$ cat config.mk
export PLATFORM = sky130hd
export DESIGN_NAME = mp_add_ctrl
export DESIGN_NICKNAME = d
export VERILOG_FILES = /design/src/rtl/mp_add_ctrl_pkg.sv /design/src/rtl/mp_add_ctrl_rca.sv /design/src/rtl/mp_add_ctrl.sv
export SDC_FILE = /design/constraint.sdc
export NUM_CORES = 1
export LEC_CHECK = 0
export BUFFER_PORTS_ARGS = -buffer_cell sky130_fd_sc_hd__buf_2
export CAP_MARGIN = 5
export CORE_ASPECT_RATIO = 0.75
export CORE_MARGIN = 2
export CORE_UTILIZATION = 55
export CTS_CLUSTER_SIZE = 25
export DETAILED_ROUTE_END_ITERATION = 16
export GPL_TIMING_DRIVEN = 0
export HOLD_SLACK_MARGIN = 0.03
export MAX_ROUTING_LAYER = met4
export PLACE_DENSITY = 0.81
export SYNTH_ARGS = -nofsm -noshare
export SYNTH_HDL_FRONTEND = slang
export SYNTH_SLANG_ARGS = --single-unit
$ cat constraint.sdc
create_clock -name Clock -period 9.6 [get_ports Clock]
set_input_delay 1.92 -clock Clock [delete_from_list [all_inputs] [get_ports Clock]]
set_output_delay 1.92 -clock Clock [all_outputs]
set_load 0.01 [all_outputs]
$ cat src/rtl/mp_add_ctrl_pkg.sv
// Shared types and helpers for the multi-precision add/subtract sequencer.
package mp_add_ctrl_pkg;

    typedef enum logic [1:0] {
        ST_IDLE = 2'd0,
        ST_RUN  = 2'd1,
        ST_DONE = 2'd2
    } state_t;

    // Chunk index width: ceil(log2(n)), but never narrower than one bit.
    function automatic int unsigned idx_width(input int unsigned n);
        int unsigned w;
        w = 1;
        while ((32'd1 << w) < n) w++;
        return w;
    endfunction

endpackage

$ cat src/rtl/mp_add_ctrl_rca.sv
// Ripple-carry adder shared across all chunks of a multi-precision operation.
module mp_add_ctrl_rca #(
    parameter int DATA_WID = 16
) (
    input  logic [DATA_WID-1:0] A,
    input  logic [DATA_WID-1:0] B,
    input  logic                CarryInput,
    output logic [DATA_WID-1:0] Sum,
    output logic                CarryOutput
);

    logic c;

    always_comb begin
        Sum = '0;
        c   = CarryInput;
        for (int unsigned i = 0; i < DATA_WID; i++) begin
            Sum[i] = A[i] ^ B[i] ^ c;
            c      = (A[i] & B[i]) | (c & (A[i] ^ B[i]));
        end
        CarryOutput = c;
    end

endmodule

$ cat src/rtl/mp_add_ctrl.sv
// Multi-precision add/subtract sequencer: one narrow RCA reused over NUM_CHUNKS
// cycles with the carry registered between chunks; valid/ready on both sides.
module mp_add_ctrl
    import mp_add_ctrl_pkg::*;
#(
    parameter  int CHUNK_WID  = 16,
    parameter  int NUM_CHUNKS = 4,
    localparam int OPD_WID    = CHUNK_WID * NUM_CHUNKS
) (
    input  logic               Clock,
    input  logic               Reset_n,
    input  logic               InValid,
    output logic               InReady,
    input  logic [OPD_WID-1:0] OperandA,
    input  logic [OPD_WID-1:0] OperandB,
    input  logic               Subtract,
    output logic               OutValid,
    input  logic               OutReady,
    output logic [OPD_WID-1:0] Result,
    output logic               CarryOut,
    output logic               Overflow,
    output logic               Busy
);

    localparam int                 IDX_WID  = int'(idx_width(NUM_CHUNKS));
    localparam logic [IDX_WID-1:0] LAST_IDX = IDX_WID'(NUM_CHUNKS - 1);

    state_t               state, state_next;
    logic [OPD_WID-1:0]   a_reg, b_reg, result;
    logic [IDX_WID-1:0]   idx;
    logic                 carry, carry_out, overflow;
    logic [CHUNK_WID-1:0] a_chunk, b_chunk, sum;
    logic                 rca_co;
    logic                 accept, last;

    assign accept  = (state == ST_IDLE) && InValid;
    assign last    = (idx == LAST_IDX);
    assign a_chunk = a_reg[32'(idx) * CHUNK_WID +: CHUNK_WID];
    assign b_chunk = b_reg[32'(idx) * CHUNK_WID +: CHUNK_WID];

    mp_add_ctrl_rca #(.DATA_WID(CHUNK_WID)) u_rca (
        .A           (a_chunk),
        .B           (b_chunk),
        .CarryInput  (carry),
        .Sum         (sum),
        .CarryOutput (rca_co)
    );

    always_ff @(posedge Clock or negedge Reset_n) begin
        if (!Reset_n) state <= ST_IDLE;
        else          state <= state_next;
    end

    always_comb begin
        state_next = state;
        case (state)
            ST_IDLE: if (InValid)  state_next = ST_RUN;
            ST_RUN:  if (last)     state_next = ST_DONE;
            ST_DONE: if (OutReady) state_next = ST_IDLE;
            default:               state_next = ST_IDLE;
        endcase
    end

    // Subtract is folded in at acceptance: B is inverted and the +1 enters as carry-in.
    always_ff @(posedge Clock or negedge Reset_n) begin
        if (!Reset_n) begin
            a_reg     <= '0;
            b_reg     <= '0;
            result    <= '0;
            idx       <= '0;
            carry     <= 1'b0;
            carry_out <= 1'b0;
            overflow  <= 1'b0;
        end else if (accept) begin
            a_reg <= OperandA;
            b_reg <= Subtract ? ~OperandB : OperandB;
            carry <= Subtract;
            idx   <= '0;
        end else if (state == ST_RUN) begin
            result[32'(idx) * CHUNK_WID +: CHUNK_WID] <= sum;
            carry <= rca_co;
            if (last) begin
                idx       <= '0;
                carry_out <= rca_co;
                overflow  <= (a_reg[OPD_WID-1] == b_reg[OPD_WID-1]) &&
                             (sum[CHUNK_WID-1] != a_reg[OPD_WID-1]);
            end else begin
                idx <= idx + 1'b1;
            end
        end
    end

    assign InReady  = (state == ST_IDLE);
    assign OutValid = (state == ST_DONE);
    assign Busy     = (state != ST_IDLE);
    assign Result   = result;
    assign CarryOut = carry_out;
    assign Overflow = overflow;

endmodule

**Word-level counts from Yosys, hierarchy flattened**

Index checks and enable logic that the tools add are counted.

- Bits in registers: 199
- Word-level logic and storage cells: 123
- Output and inout bits: 69

- Reduce and logical (&&, ||, !) cells: 8
- $add $sub $neg: 2
- Multiplexer cells: 11
- Bitwise operators: 82
- Eq/ne operators: 8
- Shifts and indexed selects: 4

Operators with widths:

| cell | count |
|---|---|
| 64-bit by 7-bit indexed part select with 16-bit output | 2 |
| 64-bit bitwise mux | 1 |
| 64-bit 2-to-1 mux | 1 |
| 64-bit NOT | 1 |
| 16-bit by 34-bit variable shift with 64-bit output, first input constant | 1 |
| 16-bit by 34-bit indexed part select with 64-bit output | 1 |
| 6-bit negator with 34-bit output | 1 |
| 1-bit bitwise AND | 32 |
| 1-bit bitwise XOR | 32 |
| 1-bit OR | 16 |
| 2-bit 2-to-1 mux | 6 |
| 2-bit one-hot mux with 3 select lines | 1 |
| 3-bit AND reduction | 2 |
| 2-bit equality test, second input constant | 2 |
| 2-bit inequality test, second input constant | 2 |
| 2-bit nonzero test | 2 |
| 2-bit by 1-bit adder with 2-bit output, second input constant | 1 |
| 2-bit by 1-bit equality test with 1-bit output, second input constant | 1 |
| 1-bit logical AND | 2 |
| 2-bit logical NOT | 1 |
| 1-bit 2-to-1 mux | 2 |
| 2-bit by 1-bit inequality test with 1-bit output, second input constant | 1 |
| 2-bit AND reduction | 1 |
| 1-bit equality test | 1 |
| other kinds (2) | 2 |

**Longest topological paths before layout**

Gate-level depths: netlist of run 1.

- Depth in word-level cells: 36
- Mapped depth: 26

**Hierarchy**

A second synthesis of run 1 with hierarchy kept.

- Cells, all modules: 702
- Area, all modules: 9106.2 µm²

Modules (own cells, without submodules):

| module | cells each | area an instance (µm²) | instances |
|---|---|---|---|
| mp_add_ctrl | 676 | 8748.4 | 1 |
| mp_add_ctrl_rca | 26 | 357.8 | 1 |

**Least setup slack after synthesis of run 1**

No wires, ideal clock.

- Kind: register -> register
- Start point: register idx[0]
- End point: register overflow, in the netlist Overflow
- Clock period less this slack: 7805 ps
- Data arrival time: 7681 ps
- Required time: 9475 ps
- Cell stages (with the launch flop): 27
- Setup slack: 1795 ps
- Cell sequence: dfrtp_1 buf_2 buf_2 mux4_2 inv_1 fa_1 fa_1 fa_1 fa_1 fa_1 fa_1 fa_1 fa_1 fa_1 fa_1 fa_1 fa_1 inv_1 fa_1 inv_1 fa_1 fa_1 inv_1 fa_1 nand2b_1 o22ai_1 mux2_2

- Word-level cells in the longest chain between the ends: 35
- Elaborated cells on any way between the ends: 68

RTL lines:

| what | line | source |
|---|---|---|
| from (decl) | mp_add_ctrl.sv:30 | `logic [IDX_WID-1:0] idx;` |
| from (signal assigned) | mp_add_ctrl.sv:88 | `idx <= idx + 1'b1;` |
| 64-bit by 7-bit indexed part select with 16-bit output, on equally long branches | mp_add_ctrl.sv:38, mp_add_ctrl.sv:39 |  |
| 1-bit bitwise XOR | mp_add_ctrl_rca.sv:19 | `c = (A[i] & B[i]) \| (c & (A[i] ^ B[i]));` |
| 1-bit bitwise AND | mp_add_ctrl_rca.sv:19 |  |
| 1-bit OR | mp_add_ctrl_rca.sv:19 |  |
| 1-bit bitwise AND | mp_add_ctrl_rca.sv:19 |  |
| 1-bit OR | mp_add_ctrl_rca.sv:19 |  |
| 1-bit bitwise AND | mp_add_ctrl_rca.sv:19 |  |
| 1-bit OR | mp_add_ctrl_rca.sv:19 |  |
| [... 19 more ...] | n/a |  |
| 1-bit OR | mp_add_ctrl_rca.sv:19 |  |
| 1-bit bitwise AND | mp_add_ctrl_rca.sv:19 |  |
| 1-bit OR | mp_add_ctrl_rca.sv:19 |  |
| 1-bit bitwise AND | mp_add_ctrl_rca.sv:19 |  |
| 1-bit OR | mp_add_ctrl_rca.sv:19 |  |
| 1-bit bitwise XOR | mp_add_ctrl_rca.sv:18 | `Sum[i] = A[i] ^ B[i] ^ c;` |
| 1-bit inequality test | mp_add_ctrl.sv:86 | `(sum[CHUNK_WID-1] != a_reg[OPD_WID-1]);` |
| 1-bit logical AND | mp_add_ctrl.sv:85 | `overflow <= (a_reg[OPD_WID-1] == b_reg[OPD_WID-1]) &&` |
| to (signal assigned) | mp_add_ctrl.sv:85 |  |
| to (decl) | mp_add_ctrl.sv:31 | `logic carry, carry_out, overflow;` |

Several ways; a longest one is shown, not always the timed one.
A chain may end at the register's enable or synchronous reset.

**Worst setup path after layout of run 1**

- Start point: register idx[1]
- End point: register overflow, in the netlist Overflow

Same word-level chain as after synthesis.

==> flow_summary.ini, run 1 <==
[critical_path]
cp-endpoint = Overflow
r2r_cells = 26
endpoint_kind = flip-flop
reg2reg_slack_ps = 720
critPathLaunchType = flip-flop
path_max_fanout = 10
crit_type = flip-flop to flip-flop
timing.rr.end = Overflow
critPathLaunch = idx[1]
critPathArrivalTime_ps = 9200
required_ps = 9920
worstReg2RegStart = idx[1]

[grt]
grt_start_max_net_pins = 125
grt_pass1_wl_um = 39960
grt_pass1_vias = 7208
gr-total-overflow = 0
antenna_found_initial = 0
grt_usage_pct = 31.32

[pwr]
swShare_pct = 42.66
power.density_nw_per_um2 = 372.9
intPower_w = 0.002370
peakVddDrop_mv = 0.1786
power_leakage_nw = 5.546
power_w = 0.004132
share_clk_of_total_power_pct = 18.2
pwr-share-comb_pct = 48.8
seq_power_share_pct = 32.9
switching_power_w = 0.001763

[sta]
rsz0062_at_grt = no
tightest_slew_ps = 831.2
finalCritPeriodShare_pct = 92.51
hold_viol = 0
fmax_mhz = 112.6
finalCriticalPeriod_ps = 8881
final-setup-viol-count = 0
maxSlewViolCount = 0
finClkSkew_ps = 14.41
final.setup.tns_ps = 0
slew_headroom_pct = 44.59

[logic_synthesis]
synth_seq_cells = 199
ys_types = 33
synth_seq_area_share_pct = 54.35
synth_area_um2 = 9163
synthesis.nets = 982
syn_inst = 827
syn_area_per_cell_um2 = 11.08
synth_warnings = 0

[routing]
ant_nets = 0
drtIter0Drc = 687
wirelength_um = 25550
vias_per_cell = 5.694
dr.pass1.iters = 5
vias = 7232
drc = 0
wl_per_cell_um = 20.11

[floorplanning]
coreArea_um2 = 16170
die_h_um = 115.8
die_area_um2 = 17720
initial_core_util_pct = 56.68
ioPinCount = 202
fp-row-count = 40
die_w_um = 153.0

[flow_run]
maxCapViolCount = 0

[placed_design]
dp_hpwl_um = 18290
port-buffer-count = 200
routabilityCongestion = 0.9110

[finish]
drive_above_1_share_pct = 28.68
areaGrowthSynthToFinish_pct = 20.93
diodes = 0
layout.nets = 1202
fillers = 1235

[clock_network]
cts_max_level = 4
path_clk_slew_ps = 70
cts-resized-gates = 0
cts_tree = yes
cts.sinks = 199
cts_buffers = 17
cts_buffer_depth = 2
hold_buffers = 0
clk-insertion-delay-late_ps = 450
root_buffer = clkbuf_16
post-cts-setup-buffer-count = 0

[hold_path]
min-delay-start = a_reg[16]
hold_path.class = flip-flop to flip-flop

[outcome]
outcome = completed
power groups by stage:
| stage | Sequential, W | Clock, W | Combinational [W] |
|---|---|---|---|
| floorplan | 0.00132 | 0 | 0.00126 |
| global placement | 0.00134 | 0 | 0.00192 |
| detailed placement | 0.00136 | 0 | 0.00198 |
| CTS | 0.00136 | 0.000755 | 0.00200 |
| global route | 0.00139 | 0.000792 | 0.00221 |
| finish | 0.00136 | 0.000752 | 0.00202 |
metal layers:
layer	up-vias	global-route usage [%]	share of wire, %
met3	38	6.881	8.6
met5	-	-	0
met2	388	47.20	46
met4	0	9.136	1.9
met1	3600	43.64	43
li1	3206	-	-
layout by cell type, fill, tap and decap left out, types with 2 or more instances in the layout:
cell,synthesis,final
clkinv_4,0,4
clkbuf_1,18,19
bufinv_16,0,3
nor2b_1,4,4
inv_8,0,2
o2bb2ai_1,60,60
buf_2,26,225
dfrtp_1,199,199
a22o_1,3,3
fa_1,16,16
nand2_1,266,266
ha_1,6,6
xnor2_1,64,64
mux2_2,2,2
o21ai_0,65,65
buf_6,8,8
mux4_2,32,32
inv_6,0,4
nand2b_1,2,2
nand3_1,2,2
clkbuf_16,0,17
o31ai_1,2,2
inv_1,37,37
critical path, stage by stage (launching register included):
cell	delay [ps]
dfrtp_1	410
clkbuf_1	350
clkbuf_1	680
mux4_2	360
inv_1	60
fa_1	400
fa_1	390
fa_1	420
fa_1	400
fa_1	400
fa_1	400
fa_1	420
fa_1	410
fa_1	430
fa_1	400
fa_1	420
fa_1	410
inv_1	80
fa_1	160
inv_1	50
fa_1	370
fa_1	370
inv_1	80
fa_1	470
nand2b_1	100
o22ai_1	80
mux2_2	260
how the worst min path moves through the flow:
stage	endpoint	slack (ps)	cells past startpoint
2_1_floorplan	a_reg[32]	440	2
3_3_place_gp	a_reg[42]	450	2
3_5_place_dp	a_reg[34]	460	2
4_1_cts	a_reg[34]	480	2
5_1_grt	Result[45]	500	1
6_report	a_reg[16]	480	2
cell usage after synthesis:
| cell type | count | area [um2] |
|---|---|---|
| and2b_1 | 1 | 7.510 |
| a22o_1 | 3 | 26.28 |
| clkbuf_1 | 18 | 67.56 |
| o2bb2ai_1 | 60 | 525.5 |
| fa_1 | 16 | 320.3 |
| nand2_1 | 266 | 998.5 |
| and4bb_2 | 1 | 12.51 |
| buf_1 | 1 | 3.750 |
| or2_2 | 1 | 6.260 |
| o31ai_1 | 2 | 15.01 |
| a32o_1 | 1 | 10.01 |
| nand4_1 | 1 | 6.260 |
| xnor2_1 | 64 | 560.5 |
| nor3_1 | 1 | 5.000 |
| buf_4 | 1 | 7.510 |
| mux4_2 | 32 | 720.7 |
| ha_1 | 6 | 75.07 |
| o22ai_1 | 1 | 6.260 |
| nand2b_4 | 1 | 13.76 |
| or4_1 | 1 | 7.510 |
| nor2b_1 | 4 | 25.02 |
| buf_6 | 8 | 90.09 |
| nor4_1 | 1 | 6.260 |
| nand3_1 | 2 | 10.01 |
| o21ai_0 | 65 | 325.3 |
| nor3b_1 | 1 | 7.510 |
| inv_1 | 37 | 138.9 |
| buf_2 | 26 | 130.1 |
| nand2b_1 | 2 | 12.51 |
| or3b_1 | 1 | 8.760 |
| dfrtp_1 | 199 | 4980 |
| mux2_2 | 2 | 22.52 |
| a221o_1 | 1 | 10.01 |
metrics by stage:
stage / cells / setup slack [ps] / util [%] / hold slack, ps / area [um2]
finish: 1270 / 719.3 / 68.54 / 476.5 / 11080
global route: 1270 / 482.7 / 68.54 / 495.1 / 11080
CTS: 1270 / 757.5 / 68.54 / 476.2 / 11080
global placement: 1237 / 873.1 / 64.50 / 454.0 / 10430
floorplan: 827 / 1795 / - / 439.6 / 9163
detailed placement: 1238 / 809.7 / 64.73 / 459.5 / 10460
kinds of logic (layout without fill, tap and decap cells):
logic type | Yosys count | count (layout) | synth area share, %
AO/OA/AOI/OAI | 133 | 133 | 10.02
XOR/XNOR | 64 | 64 | 6.118
adder cells (fa/ha/maj) | 22 | 22 | 4.315
buffers and inverters | 91 | 324 | 4.779
flip-flops | 199 | 199 | 54.35
multiplexers | 34 | 34 | 8.111
AND/OR/NAND/NOR | 284 | 284 | 12.30
cell type report:
class | instances | area, um2 | share of cell area (%)
Sequential cell | 199 | 4980 | 44.94
Tap cell | 210 | 262.8 | 2.371
Buffer | 54 | 299.0 | 2.699
Multi-Input combinational cell | 537 | 3745 | 33.80
Inverter | 37 | 138.9 | 1.253
Clock buffer | 18 | 429.2 | 3.873
Clock inverter | 14 | 187.7 | 1.694
Timing Repair Buffer | 201 | 1039 | 9.372
(Power assumes the default switching activity.)
==> run 2, diff against run 1 <==
--- a/config.mk
+++ b/config.mk
@@ -5,17 +5,18 @@
 export SDC_FILE = /design/constraint.sdc
 export NUM_CORES = 1
 export LEC_CHECK = 0
+export ABC_AREA = 1
 export BUFFER_PORTS_ARGS = -buffer_cell sky130_fd_sc_hd__buf_2
 export CAP_MARGIN = 5
 export CORE_ASPECT_RATIO = 0.75
 export CORE_MARGIN = 2
 export CORE_UTILIZATION = 55
-export CTS_CLUSTER_SIZE = 25
+export CTS_CLUSTER_SIZE = 10
 export DETAILED_ROUTE_END_ITERATION = 16
 export GPL_TIMING_DRIVEN = 0
 export HOLD_SLACK_MARGIN = 0.03
 export MAX_ROUTING_LAYER = met4
-export PLACE_DENSITY = 0.81
+export PLACE_DENSITY = 0.8
 export SYNTH_ARGS = -nofsm -noshare
 export SYNTH_HDL_FRONTEND = slang
 export SYNTH_SLANG_ARGS = --single-unit
==> run 2 against run 1 <==
Clock power down 4.1%. Total power up 11%. Global-route usage up 1.0 points. Die area up 8.1%. Clock-buffer cell count is 3 higher. Area after synthesis rose by 8.3%. Critical path depth up 3.
==> flow_summary.ini, run 2 <==
[placed_design]
dp_hpwl_um = 21570
dp_cells = 1706
pre_cts_ws_ps = 1287
port-buffer-count = 200
routabilityCongestion = 0.9404

[critical_path]
crit_path_top_delay_cell = clkbuf_1
critPathArrivalTime_ps = 8910
critPathLaunch = idx[0]
path_max_fanout = 10
endpoint_kind = flip-flop
cpPeakStageDelay_ps = 520
crit_type = flip-flop to flip-flop
required_ps = 9930
crit_top_cell = fa_1
critPathLaunchType = flip-flop
worstReg2RegStart = idx[0]

[grt]
grt_start_max_net_pins = 101
grt_pass1_wl_um = 45900
antenna_found_initial = 1
grt_usage_pct = 32.34
grt_use_met3_pct = 8.851
grt_pass1_vias = 8655
use_met2_pct = 44.73
met1_usage_pct = 46.96
gr-total-overflow = 0
grt_busiest_layer = met1

[finish]
areaGrowthSynthToFinish_pct = 19.41
final_cell_mix = nand2_1 (699), buf_2 (237), dfrtp_1 (199)
finalCoreUtilization_pct = 67.13
fin_cells = 1738
drive_above_1_share_pct = 19.53
final_common_cell = nand2_1
layout.nets = 1638

[floorplanning]
initial_core_util_pct = 56.21
ioPinCount = 202
fp-row-count = 42
die_area_um2 = 19150
coreArea_um2 = 17660
die_w_um = 159.1
die_h_um = 120.3

[routing]
wirelength_um = 29050
vias = 9091
ant_nets = 0
vias_per_cell = 5.231
wl_per_cell_um = 16.72
drtIter0Drc = 1046
drc = 0
dr.pass1.iters = 5

[pwr]
power_w = 0.004599
peakVddDrop_mv = 0.2547
power_leakage_nw = 6.794
power.density_nw_per_um2 = 388.1

[clock_network]
root_buffer = clkbuf_16
hold_buffers = 0
clk-insertion-delay-late_ps = 440
path_clk_slew_ps = 70
cts_tree = yes
cts_max_level = 4
cts-resized-gates = 0
cts_buffer_depth = 2
cts_buffers = 17
post-cts-setup-buffer-count = 0
cts.sinks = 199

[logic_synthesis]
synthesis.nets = 1418
synth_area_um2 = 9926
synth_seq_area_share_pct = 50.17
synth_common_cells = nand2_1 (699), dfrtp_1 (199), nand3_1 (92), xor2_1 (64), buf_2 (38)
yosysMostFrequentCell = nand2_1
synth_seq_cells = 199
synth-edff-count = 0
syn_inst = 1263
syn_area_per_cell_um2 = 7.859
async_flop_share_pct = 100.0
synth_top_area_share_pct = 50.17
synth_warnings = 0
synth_top_area_cell = dfrtp_1
synth_flop_cell = dfrtp_1
ys_types = 23
synthTopCellsByArea = dfrtp_1 (50%), nand2_1 (26%), xor2_1 (5.6%)

[hold_path]
min-delay-start = Result[54]
hold_path.class = flip-flop to flip-flop

[sta]
fmax_mhz = 116.6
final-setup-viol-count = 0
tightest_slew_ps = 793.6
final.setup.tns_ps = 0
finClkSkew_ps = 10.77
slew_headroom_pct = 47.10
rsz0062_at_grt = no
finalCritPeriodShare_pct = 89.35
finalCriticalPeriod_ps = 8577
hold_viol = 0
maxSlewViolCount = 0
worst_slack_ps = 1023

[outcome]
outcome = completed

[flow_run]
maxCapViolCount = 0
[run 2: changes by cell type in the layout (fill, tap and decap cells not counted), sizes merged, moves of 5 or more]
cell     before  now
nand2       266  701
nand3         2   93
xnor2        64    0
xor2          0   64
o2bb2ai      60    0
o21ai        65   21
nor2          0   43
mux4         32    0
buf         237  262
o211ai        0    6
clkbuf       36   31
[run 2: worst paths after layout]
| path | endpoint | slack [ps] | depth (start not counted) |
|---|---|---|---|
| max reg2reg | Result[63] | 1020 | 29 |
| min | Result[54] | 480 | 2 |
| max in group asynchronous | Result[13] | 7160 | 2 |
| min in group asynchronous | a_reg[24] | 1500 | 1 |
| max | Result[63] | 1020 | 29 |
| min reg2reg | Result[54] | 480 | 2 |
[run 2: area by class of cell]
class	instances	area, um2
repair buffers	201	1039
plain buffers	71	366.6
inverters	41	153.9
clock inverters	10	122.6
clock buffers	21	460.4
well taps	242	302.8
flip-flops and latches	199	4980
diodes	1	2.502
multi-input cells	952	4425
fillers	1542	5804
[run 2: cell families (layout without fill, tap and decap cells)]
group | Yosys count | after routing | synth area share, %
XOR/XNOR | 64 | 64 | 5.647
other | 0 | 1 | 0
flip-flops | 199 | 199 | 50.17
buffers and inverters | 112 | 344 | 5.244
adder cells (fa/ha/maj) | 22 | 22 | 3.983
AND/OR/NAND/NOR | 838 | 838 | 33.37
AO/OA/AOI/OAI | 28 | 28 | 1.588
[run 2: metal layers]
metal / share of wire [%] / vias up
li1: - / 4283
met3: 11 / 50
met1: 44 / 4228
met5: 0 / -
met2: 42 / 530
met4: 2.2 / 0
[run 2: power breakdown]
group          switching (W)  total [W]  internal [W]
clock               0.000323   0.000721      0.000398
combinational        0.00163    0.00245      0.000814
sequential          0.000231    0.00143       0.00120
[run 2: critical path, delay by kind of cell (launching register included)]
kind	cells	cell delay, ps
adders and majority gates	16	6150
buffers and inverters	7	1160
and+or+nand+nor	6	660
DFF	1	480
[run 2: through the flow]
stage	hold slack (ps)	cell area (um2)
after floorplan	443.6	9926
after CTS	478.9	11850
final	475.6	11850
after global placement	459.2	11230
after detailed placement	460.5	11270
after global routing	500.1	11850
